[src/rtl/pwm_capture.sv]
// rtl/pwm_capture.sv - PWM period and high-time measurement against a reference clock
//
// Purpose:
//   Measures the rise-to-rise period and rise-to-fall high time of an
//   asynchronous PWM input in refClock cycles. A result is published on
//   every rising edge that closes a complete period. If the counter would
//   exceed its range, the block raises a sticky overflow flag and restarts.
//
// Ports:
//   refClock      in   single clock, rising edge active
//   nReset        in   asynchronous active-low reset
//   enCapture     in   measurement enable; low forces IDLE on the next edge
//   pwmIn         in   asynchronous PWM input
//   period        out  last complete period, rise to rise (CNT_WIDTH)
//   highTime      out  high time of that period, rise to fall (CNT_WIDTH)
//   eventCapture  out  one-cycle pulse when period/highTime update
//   captureValid  out  period/highTime hold a valid measurement
//   overflow      out  sticky: no edge seen for 2^CNT_WIDTH-1 cycles
//   pwmLevel      out  synchronized pwmIn level

module pwm_capture #(
  parameter int CNT_WIDTH = 16
) (
  input  logic                 refClock,
  input  logic                 nReset,
  input  logic                 enCapture,
  input  logic                 pwmIn,
  output logic [CNT_WIDTH-1:0] period,
  output logic [CNT_WIDTH-1:0] highTime,
  output logic                 eventCapture,
  output logic                 captureValid,
  output logic                 overflow,
  output logic                 pwmLevel
);

  typedef enum logic [1:0] {
    ST_IDLE      = 2'd0,
    ST_MEAS_HIGH = 2'd1,
    ST_MEAS_LOW  = 2'd2
  } state_t;

  localparam logic [CNT_WIDTH-1:0] CNT_MAX  = '1;
  localparam logic [CNT_WIDTH-1:0] CNT_ZERO = '0;
  localparam logic [CNT_WIDTH-1:0] CNT_ONE  = {{(CNT_WIDTH-1){1'b0}}, 1'b1};

  state_t                 state_q, state_d;
  logic                   sync1_q, sync1_d;
  logic                   sync2_q, sync2_d;
  logic                   prev_q, prev_d;
  logic [1:0]             fill_q, fill_d;
  logic                   armed_q, armed_d;
  logic [CNT_WIDTH-1:0]   period_cnt_q, period_cnt_d;
  logic [CNT_WIDTH-1:0]   high_latch_q, high_latch_d;
  logic [CNT_WIDTH-1:0]   period_q, period_d;
  logic [CNT_WIDTH-1:0]   high_time_q, high_time_d;
  logic                   event_q, event_d;
  logic                   valid_q, valid_d;
  logic                   ovf_q, ovf_d;

  logic                   rise;
  logic                   fall;
  logic                   measuring;
  logic                   cnt_at_max;

  // fill_q[1] marks that sync2_q holds a real sample of pwmIn rather than
  // its reset value. armed_q is set once such a sample reads low, so an
  // input that is already high when reset releases is not taken as a rise.
  assign rise       = sync2_q & ~prev_q & armed_q;
  assign fall       = ~sync2_q & prev_q;
  assign measuring  = (state_q != ST_IDLE);
  assign cnt_at_max = (period_cnt_q == CNT_MAX);

  always_comb begin
    sync1_d = pwmIn;
    sync2_d = sync1_q;
    prev_d  = sync2_q;
    fill_d  = {fill_q[0], 1'b1};
    armed_d = armed_q | (fill_q[1] & ~sync2_q);
  end

  always_comb begin
    state_d      = state_q;
    period_cnt_d = period_cnt_q;
    high_latch_d = high_latch_q;
    period_d     = period_q;
    high_time_d  = high_time_q;
    event_d      = 1'b0;
    valid_d      = valid_q;
    ovf_d        = ovf_q;

    if (!enCapture) begin
      // Results and the overflow flag survive a disable; only the live
      // measurement is discarded.
      state_d      = ST_IDLE;
      period_cnt_d = CNT_ZERO;
      high_latch_d = CNT_ZERO;
      valid_d      = 1'b0;
    end else begin
      if (rise) begin
        period_cnt_d = CNT_ONE;
      end else if (measuring) begin
        period_cnt_d = period_cnt_q + CNT_ONE;
      end

      case (state_q)
        ST_IDLE: begin
          // The first rise only starts a measurement; nothing is published.
          if (rise) begin
            state_d = ST_MEAS_HIGH;
          end
        end
        ST_MEAS_HIGH: begin
          if (cnt_at_max) begin
            state_d      = ST_IDLE;
            period_cnt_d = CNT_ZERO;
            valid_d      = 1'b0;
            ovf_d        = 1'b1;
          end else if (fall) begin
            high_latch_d = period_cnt_q;
            state_d      = ST_MEAS_LOW;
          end
        end
        ST_MEAS_LOW: begin
          // A rise with the counter at its maximum is still a legal period.
          if (rise) begin
            period_d    = period_cnt_q;
            high_time_d = high_latch_q;
            event_d     = 1'b1;
            valid_d     = 1'b1;
            ovf_d       = 1'b0;
            state_d     = ST_MEAS_HIGH;
          end else if (cnt_at_max) begin
            state_d      = ST_IDLE;
            period_cnt_d = CNT_ZERO;
            valid_d      = 1'b0;
            ovf_d        = 1'b1;
          end
        end
        default: begin
          state_d = ST_IDLE;
        end
      endcase
    end
  end

  always_ff @(posedge refClock or negedge nReset) begin
    if (!nReset) begin
      state_q      <= ST_IDLE;
      sync1_q      <= 1'b0;
      sync2_q      <= 1'b0;
      prev_q       <= 1'b0;
      fill_q       <= 2'b00;
      armed_q      <= 1'b0;
      period_cnt_q <= CNT_ZERO;
      high_latch_q <= CNT_ZERO;
      period_q     <= CNT_ZERO;
      high_time_q  <= CNT_ZERO;
      event_q      <= 1'b0;
      valid_q      <= 1'b0;
      ovf_q        <= 1'b0;
    end else begin
      state_q      <= state_d;
      sync1_q      <= sync1_d;
      sync2_q      <= sync2_d;
      prev_q       <= prev_d;
      fill_q       <= fill_d;
      armed_q      <= armed_d;
      period_cnt_q <= period_cnt_d;
      high_latch_q <= high_latch_d;
      period_q     <= period_d;
      high_time_q  <= high_time_d;
      event_q      <= event_d;
      valid_q      <= valid_d;
      ovf_q        <= ovf_d;
    end
  end

  assign period       = period_q;
  assign highTime     = high_time_q;
  assign eventCapture = event_q;
  assign captureValid = valid_q;
  assign overflow     = ovf_q;
  assign pwmLevel     = sync2_q;

endmodule

[config.mk]
export PLATFORM = sky130hd
export DESIGN_NAME = pwm_capture
export DESIGN_NICKNAME = d
export VERILOG_FILES = /design/src/rtl/pwm_capture.sv
export SDC_FILE = /design/constraint.sdc
export NUM_CORES = 1
export LEC_CHECK = 0
export BUFFER_PORTS_ARGS = -buffer_cell sky130_fd_sc_hd__buf_2
export CAP_MARGIN = 20
export CORE_UTILIZATION = 30
export CTS_BUF_LIST = sky130_fd_sc_hd__clkbuf_8
export CTS_CLUSTER_DIAMETER = 100
export DETAILED_ROUTE_END_ITERATION = 8
export PLACE_DENSITY = 0.45
export SLEW_MARGIN = 20
export SYNTH_ARGS = -nofsm -noshare
export SYNTH_HDL_FRONTEND = slang
export SYNTH_SLANG_ARGS = --single-unit
[constraint.sdc]
create_clock -name refClock -period 2.26 [get_ports refClock]
set_input_delay 0.113 -clock refClock [delete_from_list [all_inputs] [get_ports refClock]]
set_output_delay 0.113 -clock refClock [all_outputs]
set_load 0.01 [all_outputs]
==> results of run 1 <==
[Yosys cell counts, types with 2 or more instances]
library cell               number  area, um^2
sky130_fd_sc_hd__o21ai_0        2       10.01
sky130_fd_sc_hd__nand4_1        2       12.51
sky130_fd_sc_hd__nor3_2         2       20.02
sky130_fd_sc_hd__nand3_1        6       30.03
sky130_fd_sc_hd__mux2i_1       17       170.2
sky130_fd_sc_hd__inv_1          8       30.03
sky130_fd_sc_hd__clkbuf_1       7       26.28
sky130_fd_sc_hd__o21ai_1        2       10.01
sky130_fd_sc_hd__buf_2          3       15.01
sky130_fd_sc_hd__mux2_1        10       112.6
sky130_fd_sc_hd__buf_6          2       22.52
sky130_fd_sc_hd__nor2_1        25       93.84
sky130_fd_sc_hd__ha_1           5       62.56
sky130_fd_sc_hd__nor2b_1       17       106.4
sky130_fd_sc_hd__a21oi_1        4       20.02
sky130_fd_sc_hd__xor2_1         6       52.55
sky130_fd_sc_hd__xnor2_1        9       78.83
sky130_fd_sc_hd__mux2_2         5       56.30
sky130_fd_sc_hd__dfrtp_1       75        1877
sky130_fd_sc_hd__nand2_1       59       221.5
[registers in the layout, summed over array words and instances (netlist names), 2 cells and up]
name / flops
highTime: 16
state_q: 2
high_latch_q: 16
period: 16
fill_q: 2
period_cnt_q: 16
[routing by layer]
layer / wire length, um / share of wire [%] / GRT usage, % / vias to the layer above
li1: - / - / - / 1057
met1: 3380 / 51 / 17.90 / 1014
met2: 2921 / 44 / 19.84 / 44
met3: 214 / 3.2 / 3.679 / 8
met4: 87 / 1.3 / 4.960 / 0
met5: 0 / 0 / 0 / -
[cell type report]
class	count	area, um^2
well taps	136	170.2
clock buffers	9	123.9
fillers	1052	6509
multi-input cells	193	1266
inverters	9	33.78
repair buffers	51	342.8
clock inverters	7	93.84
flip-flops and latches	75	1877
[stage by stage]
step	setup slack (ns)	cells
CTS	0.2454	480
detailed placement	0.2603	462
finish	0.2283	480
global placement	0.3235	462
global route	0.1264	480
floorplan	0.2740	290
[what timing repair did]
item,CTS,global route
hold buffers,2,0
endpoints found under the setup margin,0,0
endpoints found under the hold margin,36,0
setup buffers,0,0
[worst max-delay path, stage by stage (launching register included)]
cell and delay, ns:
sky130_fd_sc_hd__dfrtp_1 0.42, sky130_fd_sc_hd__inv_1 0.09, sky130_fd_sc_hd__ha_1 0.20, sky130_fd_sc_hd__and4b_1 0.35, sky130_fd_sc_hd__or4b_4 0.52, sky130_fd_sc_hd__nor2_1 0.14, sky130_fd_sc_hd__xnor2_1 0.14, sky130_fd_sc_hd__nor2_1 0.05
[how the worst max path moves through the flow]
stage / from / slack [ns] / end / cells after the start
after global placement: state_q[0]$_DFFE_PN0P_ / 0.32 / period_cnt_q[13]$_DFF_PN0_ / 7
final: state_q[1]$_DFFE_PN0P_ / 0.23 / period_cnt_q[11]$_DFF_PN0_ / 7
after CTS: state_q[1]$_DFFE_PN0P_ / 0.25 / period_cnt_q[11]$_DFF_PN0_ / 7
after global routing: state_q[1]$_DFFE_PN0P_ / 0.13 / period_cnt_q[11]$_DFF_PN0_ / 7
after detailed placement: state_q[1]$_DFFE_PN0P_ / 0.26 / period_cnt_q[11]$_DFF_PN0_ / 7
after floorplan: state_q[0]$_DFFE_PN0P_ / 0.27 / period_cnt_q[15]$_DFF_PN0_ / 8
[cell usage in the layout, fill, tap and decap left out, drive strengths merged, types with 4 or more instances in the layout]
master / n
dfrtp: 75
nand2: 59
buf: 49
nor2: 26
nor2b: 17
mux2i: 17
mux2: 15
inv: 10
xnor2: 9
clkbuf: 9
nand3: 7
xor2: 6
ha: 5
a21oi: 4
o21ai: 4
[power by group through the flow]
stage	Combinational (uW)	Clock [uW]	Sequential (uW)
6_report	105	1130	1360
4_1_cts	109	1170	1360
3_5_place_dp	106	0	1380
2_1_floorplan	49.8	0	1380
3_3_place_gp	106	0	1380
5_1_grt	120	1240	1360
[cells by family after synthesis]
kind of cell               share of synthesized area (%)
and+or+nand+nor                                    17.68
DFF                                                57.78
muxes                                              10.44
buffers and inverters                              3.236
AOI/OAI and AO/OA                                  4.777
xor gates and xnor gates                           4.045
adders and majority gates                          1.926
other                                             0.1155
==> metrics, run 1 <==
final design area excluding fillers=3908 um^2; grt total ovfl=0; total wirelength of the detailed-routed design=6604 um; number of instances resized during post-cts repair=0; setup repair after global routing missed its margin=false; area of the mapped netlist=3248 um^2; final estimated routing congestion in global placement=0.7670; Total Routing Usage GR=13.15%; power density normalized to cell area=663.8 nW/um^2; initial cell density of the core=31.18%; worst-skew pair later-pin latency=0.35 ns; Nets=348; Tot Pwr=2594 uW; category of the critical setup timing path=reg -> reg; TritonCTS clock tree=done; type of element capturing the critical path=register; Register-to-Register Path Depth=7; layout cell share with drive strength beyond 1=22.67%; Clk network pwr share=43.7%; via count of the first global-routing pass=2195; destination of the worst register-to-register timing path=period_cnt_q[11]$_DFF_PN0_; Die Span Y=106.1 um; max-capacitance violation count=0; synthesized instance count=290; Max Buffers Root-to-Sink=2; count of antenna-violating nets left after detailed routing=0; Hold/Removal Path Class=in -> async; Fin Hold WS=0.2650 ns; net switching power figure=587.5 uW; global-route wire length before repair=11290 um; DRC marker count from the first detailed-route iteration=91; internal power=2006 uW; Area Growth Syn to Fin=20.30%; deepest level of the CTS H-tree=3; Static Leakage=0.001913 uW; final routed wire length divided by cell count=13.76 um; Vias per Instance=4.423; setup-violating endpoint count in the final report=0; clock-pin slew on the worst setup and hold paths=0.09 ns; maximum number of pins on one net before global-route repair=41; setup tns final=0 ns; flop and latch count out of synthesis=75; clk sink count=75; share of the clock period used by the worst path=89.90%; final standard cell utilization of the core=37.51%; Clk Tree Root Cell=sky130_fd_sc_hd__clkbuf_8; Final Max Slew Viols=0; number of remaining DRC errors=0; count of port buffers added during placement=39; Inserted Clock Buffers=9; outcome=finished clean; largest driver fanout on the critical path=5; final hold violation count=0; antenna fix cells=0; share of synthesized area occupied by flip-flops and latches=57.78%; dpl hpwl=4408 um; I/O pin count=40; total vias in the final route=2123; data arrival at the endpoint of the critical path=2.27 ns; number of antenna violations at the first check in global routing=0; flop-to-flop setup slack=0.23 ns; standard-cell rows=37; average footprint of a synthesized cell=11.20 um^2; placed inst area=3670 um^2; number of synthesized flops with an enable pin=0; Die Span X=106.1 um; die area=11250 um^2; proportion of power drawn by flip-flops and latches=52.3%; required time of the worst setup path=2.50 ns; maximum clock skew at final layout=0.01093 ns; main flop type after synthesis=sky130_fd_sc_hd__dfrtp_1; first-pass iteration count of the detailed router=4; share of power burned in combinational logic=4.0%; time the worst path needs with I/O delays and setup=2.032 ns; proportion of synthesized flip-flops having asynchronous set or reset=100.0%; core area=10420 um^2; number of warning messages in the yosys log=0; switching portion of total power=22.65%; post-synth cell types=44; crit path launch type=register; worst-case vdd ir drop=0.3256 mV; f_max=0.4922 GHz; startpoint of the worst register-to-register path=state_q[1]$_DFFE_PN0P_; net count of the mapped netlist=299
No activity file was read; power rests on OpenSTA's default activity.
==> run 2: changes to the inputs <==
CORE_MARGIN = 2   (was not set)
==> run 2 against run 1 <==
Power decreased by 3.0%. Non-clock buffer count increased by 1. Core utilization decreased by 0.56 points. Count of clock-buffer cells in the layout increased by 2. Global-route usage decreased by 0.56 points. Via count decreased by 0.66%. Combinational power decreased by 7%. Register-to-register slack improved by 0.05 ns. Clock skew about the same.
==> metrics, run 2 (synthesis gave the netlist of run 1 again) <==
outcome=finished clean; clk sink count=75 (unchanged); flop-to-flop setup slack=0.28 ns (+0.05 ns); maximum number of pins on one net before global-route repair=50 (+22%); Static Leakage=0.001884 uW (-1.5%); initial cell density of the core=31.18% (unchanged); Filler Cell Count=1068 (+1.5%); f_max=0.5044 GHz (+2.5%); Hold/Removal Path Class=in -> reg; number of antenna violations at the first check in global routing=0 (unchanged); destination of the worst register-to-register timing path=period_cnt_q[15]$_DFF_PN0_; final hold violation count=0 (unchanged); total vias in the final route=2109 (-0.66%); Inserted Clock Buffers=9 (unchanged); Worst Min Path Start=enCapture; final estimated routing congestion in global placement=0.8154 (+6.3%); data arrival at the endpoint of the critical path=2.21 ns (-0.06 ns); commonest cells after routing, fill and taps aside=sky130_fd_sc_hd__dfrtp_1, sky130_fd_sc_hd__nand2_1, sky130_fd_sc_hd__buf_2, sky130_fd_sc_hd__nor2_1; grt total ovfl=0 (unchanged); setup repair after global routing missed its margin=false; net switching power figure=571.0 uW (-2.8%); standard-cell rows=37 (unchanged); required time of the worst setup path=2.49 ns (about the same); setup tns final=0 ns (unchanged); Register-to-Register Path Depth=7 (unchanged); worst setup path endpoint=period_cnt_q[15]$_DFF_PN0_; core area=10420 um^2 (unchanged); Area Growth Syn to Fin=18.49%; worst-case vdd ir drop=0.2980 mV (-8.5%); CP startpoint=state_q[0]$_DFFE_PN0P_; startpoint of the worst register-to-register path=state_q[0]$_DFFE_PN0P_; count of antenna-violating nets left after detailed routing=0 (unchanged); maximum clock skew at final layout=0.01096 ns (+0.00002360 ns); antenna fix cells=0 (unchanged); layout cell share with drive strength beyond 1=22.97% (+0.29 points); worst-skew pair later-pin latency=0.35 ns (about the same); Vias per Instance=4.394 (-0.66%); share of the clock period used by the worst path=87.73% (-2.2 points); category of the critical setup timing path=reg -> reg; Final Max Slew Viols=0 (unchanged); most common cell after layout, fill and taps aside=sky130_fd_sc_hd__dfrtp_1; clock-pin slew on the worst setup and hold paths=0.08 ns (about the same); crit path launch type=register; DRC marker count from the first detailed-route iteration=56 (-38%); global-route wire length before repair=11390 um (+0.86%); number of remaining DRC errors=0 (unchanged); die area=11680 um^2 (+3.8%); max-capacitance violation count=0 (unchanged); Clk Tree Root Cell=sky130_fd_sc_hd__clkbuf_8; count of port buffers added during placement=39 (unchanged); Max Buffers Root-to-Sink=2 (unchanged); Die Span X=108.1 um (+1.9%); Clk network pwr share=42.2% (-1.5 points); via count of the first global-routing pass=2232 (+1.7%); actual transition at the worst max-transition pin=0.6263 ns; type of element capturing the critical path=register; total wirelength of the detailed-routed design=6598 um (about the same); Tot Pwr=2516 uW (-3.0%); Die Span Y=108.1 um (+1.9%); dpl hpwl=4576 um (+3.8%); normalized max-slew margin=58.24%; TritonCTS clock tree=done; time the worst path needs with I/O delays and setup=1.983 ns (-0.04897 ns); power density normalized to cell area=653.6 nW/um^2 (-1.5%); internal power=1944 uW (-3.1%); Nets=349 (+0.29%); setup-violating endpoint count in the final report=0 (unchanged); proportion of power drawn by flip-flops and latches=53.9% (+1.6 points); Total Routing Usage GR=12.59% (-0.56 points); switching portion of total power=22.70% (+0.049 points); I/O pin count=40 (unchanged); final routed wire length divided by cell count=13.75 um (about the same); share of power burned in combinational logic=3.9% (about the same); deepest level of the CTS H-tree=3 (unchanged); post-CTS setup-driven buffer insertion count=0 (unchanged); first-pass iteration count of the detailed router=4 (unchanged); largest driver fanout on the critical path=4 (-1)
[run 2: cell types whose count changed in the layout (fill, tap and decap cells not counted), sizes merged]
| cell | before | now |
|---|---|---|
| inv | 10 | 9 |
| clkinv | 3 | 1 |
| clkbuf | 9 | 11 |
| clkinvlp | 1 | 2 |
| buf | 49 | 50 |
| bufinv | 2 | 1 |
[run 2: per-layer routing]
| metal | vias up | global-route usage (%) | share of wire, % |
|---|---|---|---|
| li1 | 1059 | - | - |
| met1 | 1007 | 16.98 | 50 |
| met2 | 34 | 19.50 | 45 |
| met3 | 9 | 2.954 | 3.2 |
| met4 | 0 | 5.220 | 1.6 |
| met5 | - | 0 | 0 |
[run 2: worst min path at each step]
stage                                  endpoint  cells past startpoint
global route        high_latch_q[1]$_DFFE_PN0P_                      3
floorplan                     armed_q$_DFF_PN0_                      0
global placement          period[9]$_DFFE_PN0P_                      1
finish              high_latch_q[1]$_DFFE_PN0P_                      3
CTS                 high_latch_q[8]$_DFFE_PN0P_                      3
detailed placement       period[10]$_DFFE_PN0P_                      1
[run 2: through the flow]
stage	cells	util, %	worst slack, ns	hold slack [ns]	cell area, um^2
3_3_place_gp	463	34.82	0.3403	0.1878	3627
5_1_grt	480	36.95	0.1406	0.2781	3849
2_1_floorplan	290	-	0.2740	-0.1826	3248
4_1_cts	480	36.95	0.2690	0.2568	3849
3_5_place_dp	463	34.82	0.2832	0.1896	3627
6_report	480	36.95	0.2773	0.2708	3849
[run 2: timing repair]
| action | CTS | global route |
|---|---|---|
| setup endpoints to repair | 0 | 0 |
| resized for setup | 0 | 0 |
| hold buffers | 2 | 0 |
| endpoints found under the hold margin | 47 | 0 |
[run 2: area by class of cell]
type	count	area [um^2]	area share, %
Sequential cell	75	1877	48.76
Multi-Input combinational cell	193	1266	32.90
Timing Repair Buffer	52	300.3	7.802
Tap cell	136	170.2	4.421
Clock buffer	11	151.4	3.934
Clock inverter	4	50.05	1.300
Inverter	9	33.78	0.8778
[run 2: power groups by stage]
stage	registers, uW	clock network [uW]	logic (uW)
finish	1360	1060	97.5
global route	1360	1150	111
CTS	1360	1100	102
detailed placement	1380	0	99.1
global placement	1380	0	98.9
floorplan	1380	0	49.8
[run 2: critical path, cell delays in order (launching register included)]
cell and delay (ns):
sky130_fd_sc_hd__dfrtp_1 0.40, sky130_fd_sc_hd__inv_1 0.08, sky130_fd_sc_hd__ha_1 0.20, sky130_fd_sc_hd__and4b_1 0.34, sky130_fd_sc_hd__or4b_4 0.52, sky130_fd_sc_hd__nor3_2 0.14, sky130_fd_sc_hd__xnor2_1 0.13, sky130_fd_sc_hd__nor2_1 0.05
==> run 3: changes to the inputs <==
PLACE_DENSITY = 0.46   (was 0.45)
clock period = 1.65 ns   (was 2.26 ns; I/O delays follow)
==> run 3 against run 2 <==
Largest power group unchanged. Via count up 8.6%. Highest routed layer unchanged. Sequential cell count did not move. Register-to-register slack got worse by 0.39 ns. Core utilization rose by 4.1 points. Global-route usage up 1.3 points. The flow now finishes with violations (negative setup slack). Routed wire length is 9.9% higher.
==> metrics, run 3 (synthesis gave the netlist of run 1 again) <==
flop-to-flop setup slack=-0.12 ns (-0.39 ns); data arrival at the endpoint of the critical path=2.01 ns (-0.20 ns); final estimated routing congestion in global placement=0.8093 (-0.75%); Register-to-Register Path Depth=7 (unchanged); antenna fix cells=0 (unchanged); worst-skew pair later-pin latency=0.35 ns (about the same); category of the critical setup timing path=reg -> reg; smallest setup slack after layout=-0.1165 ns (-0.3938 ns); layout cell share with drive strength beyond 1=33.07% (+10 points); hold path depth=2 (-1); standard-cell rows=37 (unchanged); Hold/Removal Path Class=in -> reg; Inserted Clock Buffers=9 (unchanged); worst-case vdd ir drop=0.2879 mV (-3.4%); first-pass iteration count of the detailed router=4 (unchanged); total vias in the final route=2291 (+8.6%); number of remaining DRC errors=0 (unchanged); count of antenna-violating nets left after detailed routing=0 (unchanged); final routed wire length divided by cell count=14.11 um (+2.7%); placed inst area=3905 um^2 (+7.7%); Die Span Y=108.1 um (unchanged); Clk Tree Root Cell=sky130_fd_sc_hd__clkbuf_8; f_max=0.5661 GHz (+12%); die area=11680 um^2 (unchanged); total wirelength of the detailed-routed design=7254 um (+9.9%); maximum number of pins on one net before global-route repair=33 (-34%); DRC marker count from the first detailed-route iteration=92 (+64%); largest driver fanout on the critical path=4 (unchanged); count of port buffers added during placement=39 (unchanged); crit path launch type=register; multi-input gate area in the final layout=1360 um^2 (+7.4%); clk sink count=75 (unchanged); via count of the first global-routing pass=2396 (+7.3%); Max Buffers Root-to-Sink=2 (unchanged); number of antenna violations at the first check in global routing=0 (unchanged); time the worst path needs with I/O delays and setup=1.767 ns (-0.2162 ns); final hold violation count=0 (unchanged); Area Growth Syn to Fin=31.78%; Filler Cell Count=1045 (-2.2%); most common cell after layout, fill and taps aside=sky130_fd_sc_hd__dfrtp_1; dpl hpwl=4971 um (+8.6%); deepest level of the CTS H-tree=3 (unchanged); TritonCTS clock tree=done; Vias per Instance=4.457 (+1.4%); core area=10420 um^2 (unchanged); required time of the worst setup path=1.90 ns (-0.59 ns); Final Max Slew Viols=0 (unchanged); final design area excluding fillers=4280 um^2 (+11%); type of element capturing the critical path=register; register area=1877 um^2 (unchanged); Tot Pwr=3466 uW (+38%); violated checks=negative setup slack; clock-pin slew on the worst setup and hold paths=0.08 ns (about the same); maximum clock skew at final layout=0.01184 ns (+0.0008807 ns); initial cell density of the core=31.18% (unchanged); destination of the worst register-to-register timing path=period_cnt_q[15]$_DFF_PN0_; max-capacitance violation count=0 (unchanged); setup repair after global routing missed its margin=true; I/O pin count=40 (unchanged); startpoint of the worst register-to-register path=state_q[0]$_DFFE_PN0P_; Die Span X=108.1 um (unchanged); share of the clock period used by the worst path=107.1% (+19 points); Worst Hold Endpoint=high_latch_q[11]$_DFFE_PN0P_; setup-violating endpoint count in the final report=23 (+23); global-route wire length before repair=12300 um (+8.1%); power density normalized to cell area=809.7 nW/um^2 (+24%); Total Routing Usage GR=13.93% (+1.3 points); grt total ovfl=0 (unchanged); commonest cells after routing, fill and taps aside=sky130_fd_sc_hd__dfrtp_1, sky130_fd_sc_hd__nand2_1, sky130_fd_sc_hd__buf_2, sky130_fd_sc_hd__buf_4, sky130_fd_sc_hd__nor2_1; outcome=finished with violations; Static Leakage=0.002140 uW (+14%); Nets=383 (+9.7%); Worst Min Path Start=enCapture
run 3: cell count changes in the layout (fill, tap and decap cells not counted), sizes merged:
| cell | delta |
|---|---|
| inv | +2 |
| buf | +34 |
| clkinvlp | -2 |
run 3: power by group:
group	switching, uW	internal [uW]
Combinational	109	86.0
Sequential	5.01	1850
Clock	658	760
Total	772	2690
run 3: what timing repair did:
item                                    CTS  global route
gates cloned                              2             0
pin swaps                                 4             3
hold endpoints to repair                 59             0
resized for setup                        16             4
endpoints found under the setup margin   33            45
setup buffers                             6             0
hold buffers                              2             0
run 3: critical path, cell delays in order, from the launching register on:
cell	delay [ns]
sky130_fd_sc_hd__dfrtp_1	0.36
sky130_fd_sc_hd__inv_2	0.06
sky130_fd_sc_hd__ha_4	0.15
sky130_fd_sc_hd__and4b_1	0.24
sky130_fd_sc_hd__or4b_4	0.52
sky130_fd_sc_hd__nor3_2	0.15
sky130_fd_sc_hd__xnor2_1	0.13
sky130_fd_sc_hd__nor2_1	0.05
run 3: layout make-up:
cell class | instances | share of cell area [%]
clock buffer | 11 | 3.537
multi-input combinational | 193 | 31.77
clock inverter | 4 | 0.9939
timing repair buffer | 86 | 15.08
tap | 136 | 3.975
inverter | 9 | 0.7892
sequential | 75 | 43.85
run 3: metrics by stage:
stage / util [%] / hold WS, ns / instances / setup slack, ns / setup TNS, ns
after floorplan: - / -0.2131 / 290 / -0.3239 / -3.491
after global placement: 37.49 / 0.03108 / 490 / -0.09053 / -1.211
after detailed placement: 37.49 / 0.03547 / 490 / -0.1134 / -2.309
after CTS: 41.08 / 0.07730 / 515 / -0.1097 / -1.874
after global routing: 41.09 / 0.08703 / 514 / -0.2351 / -4.375
final: 41.09 / 0.09565 / 514 / -0.1165 / -1.243
run 3: worst max-delay path by stage:
stage	endpoint	slack, ns	depth (start not counted)	startpoint
5_1_grt	period_cnt_q[15]$_DFF_PN0_	-0.24	7	state_q[1]$_DFFE_PN0P_
3_3_place_gp	period_cnt_q[15]$_DFF_PN0_	-0.09	7	state_q[0]$_DFFE_PN0P_
6_report	period_cnt_q[15]$_DFF_PN0_	-0.12	7	state_q[0]$_DFFE_PN0P_
2_1_floorplan	period_cnt_q[15]$_DFF_PN0_	-0.32	8	state_q[1]$_DFFE_PN0P_
3_5_place_dp	period_cnt_q[15]$_DFF_PN0_	-0.11	7	state_q[0]$_DFFE_PN0P_
4_1_cts	period_cnt_q[15]$_DFF_PN0_	-0.11	7	state_q[0]$_DFFE_PN0P_
run 3: layer usage:
layer | GRT usage, % | vias to the layer above | part of all wire, %
met5 | 0 | - | 0
met4 | 6.319 | 0 | 1.4
met3 | 3.074 | 7 | 3.1
met2 | 22.06 | 36 | 48
met1 | 18.27 | 1112 | 48
li1 | - | 1136 | -
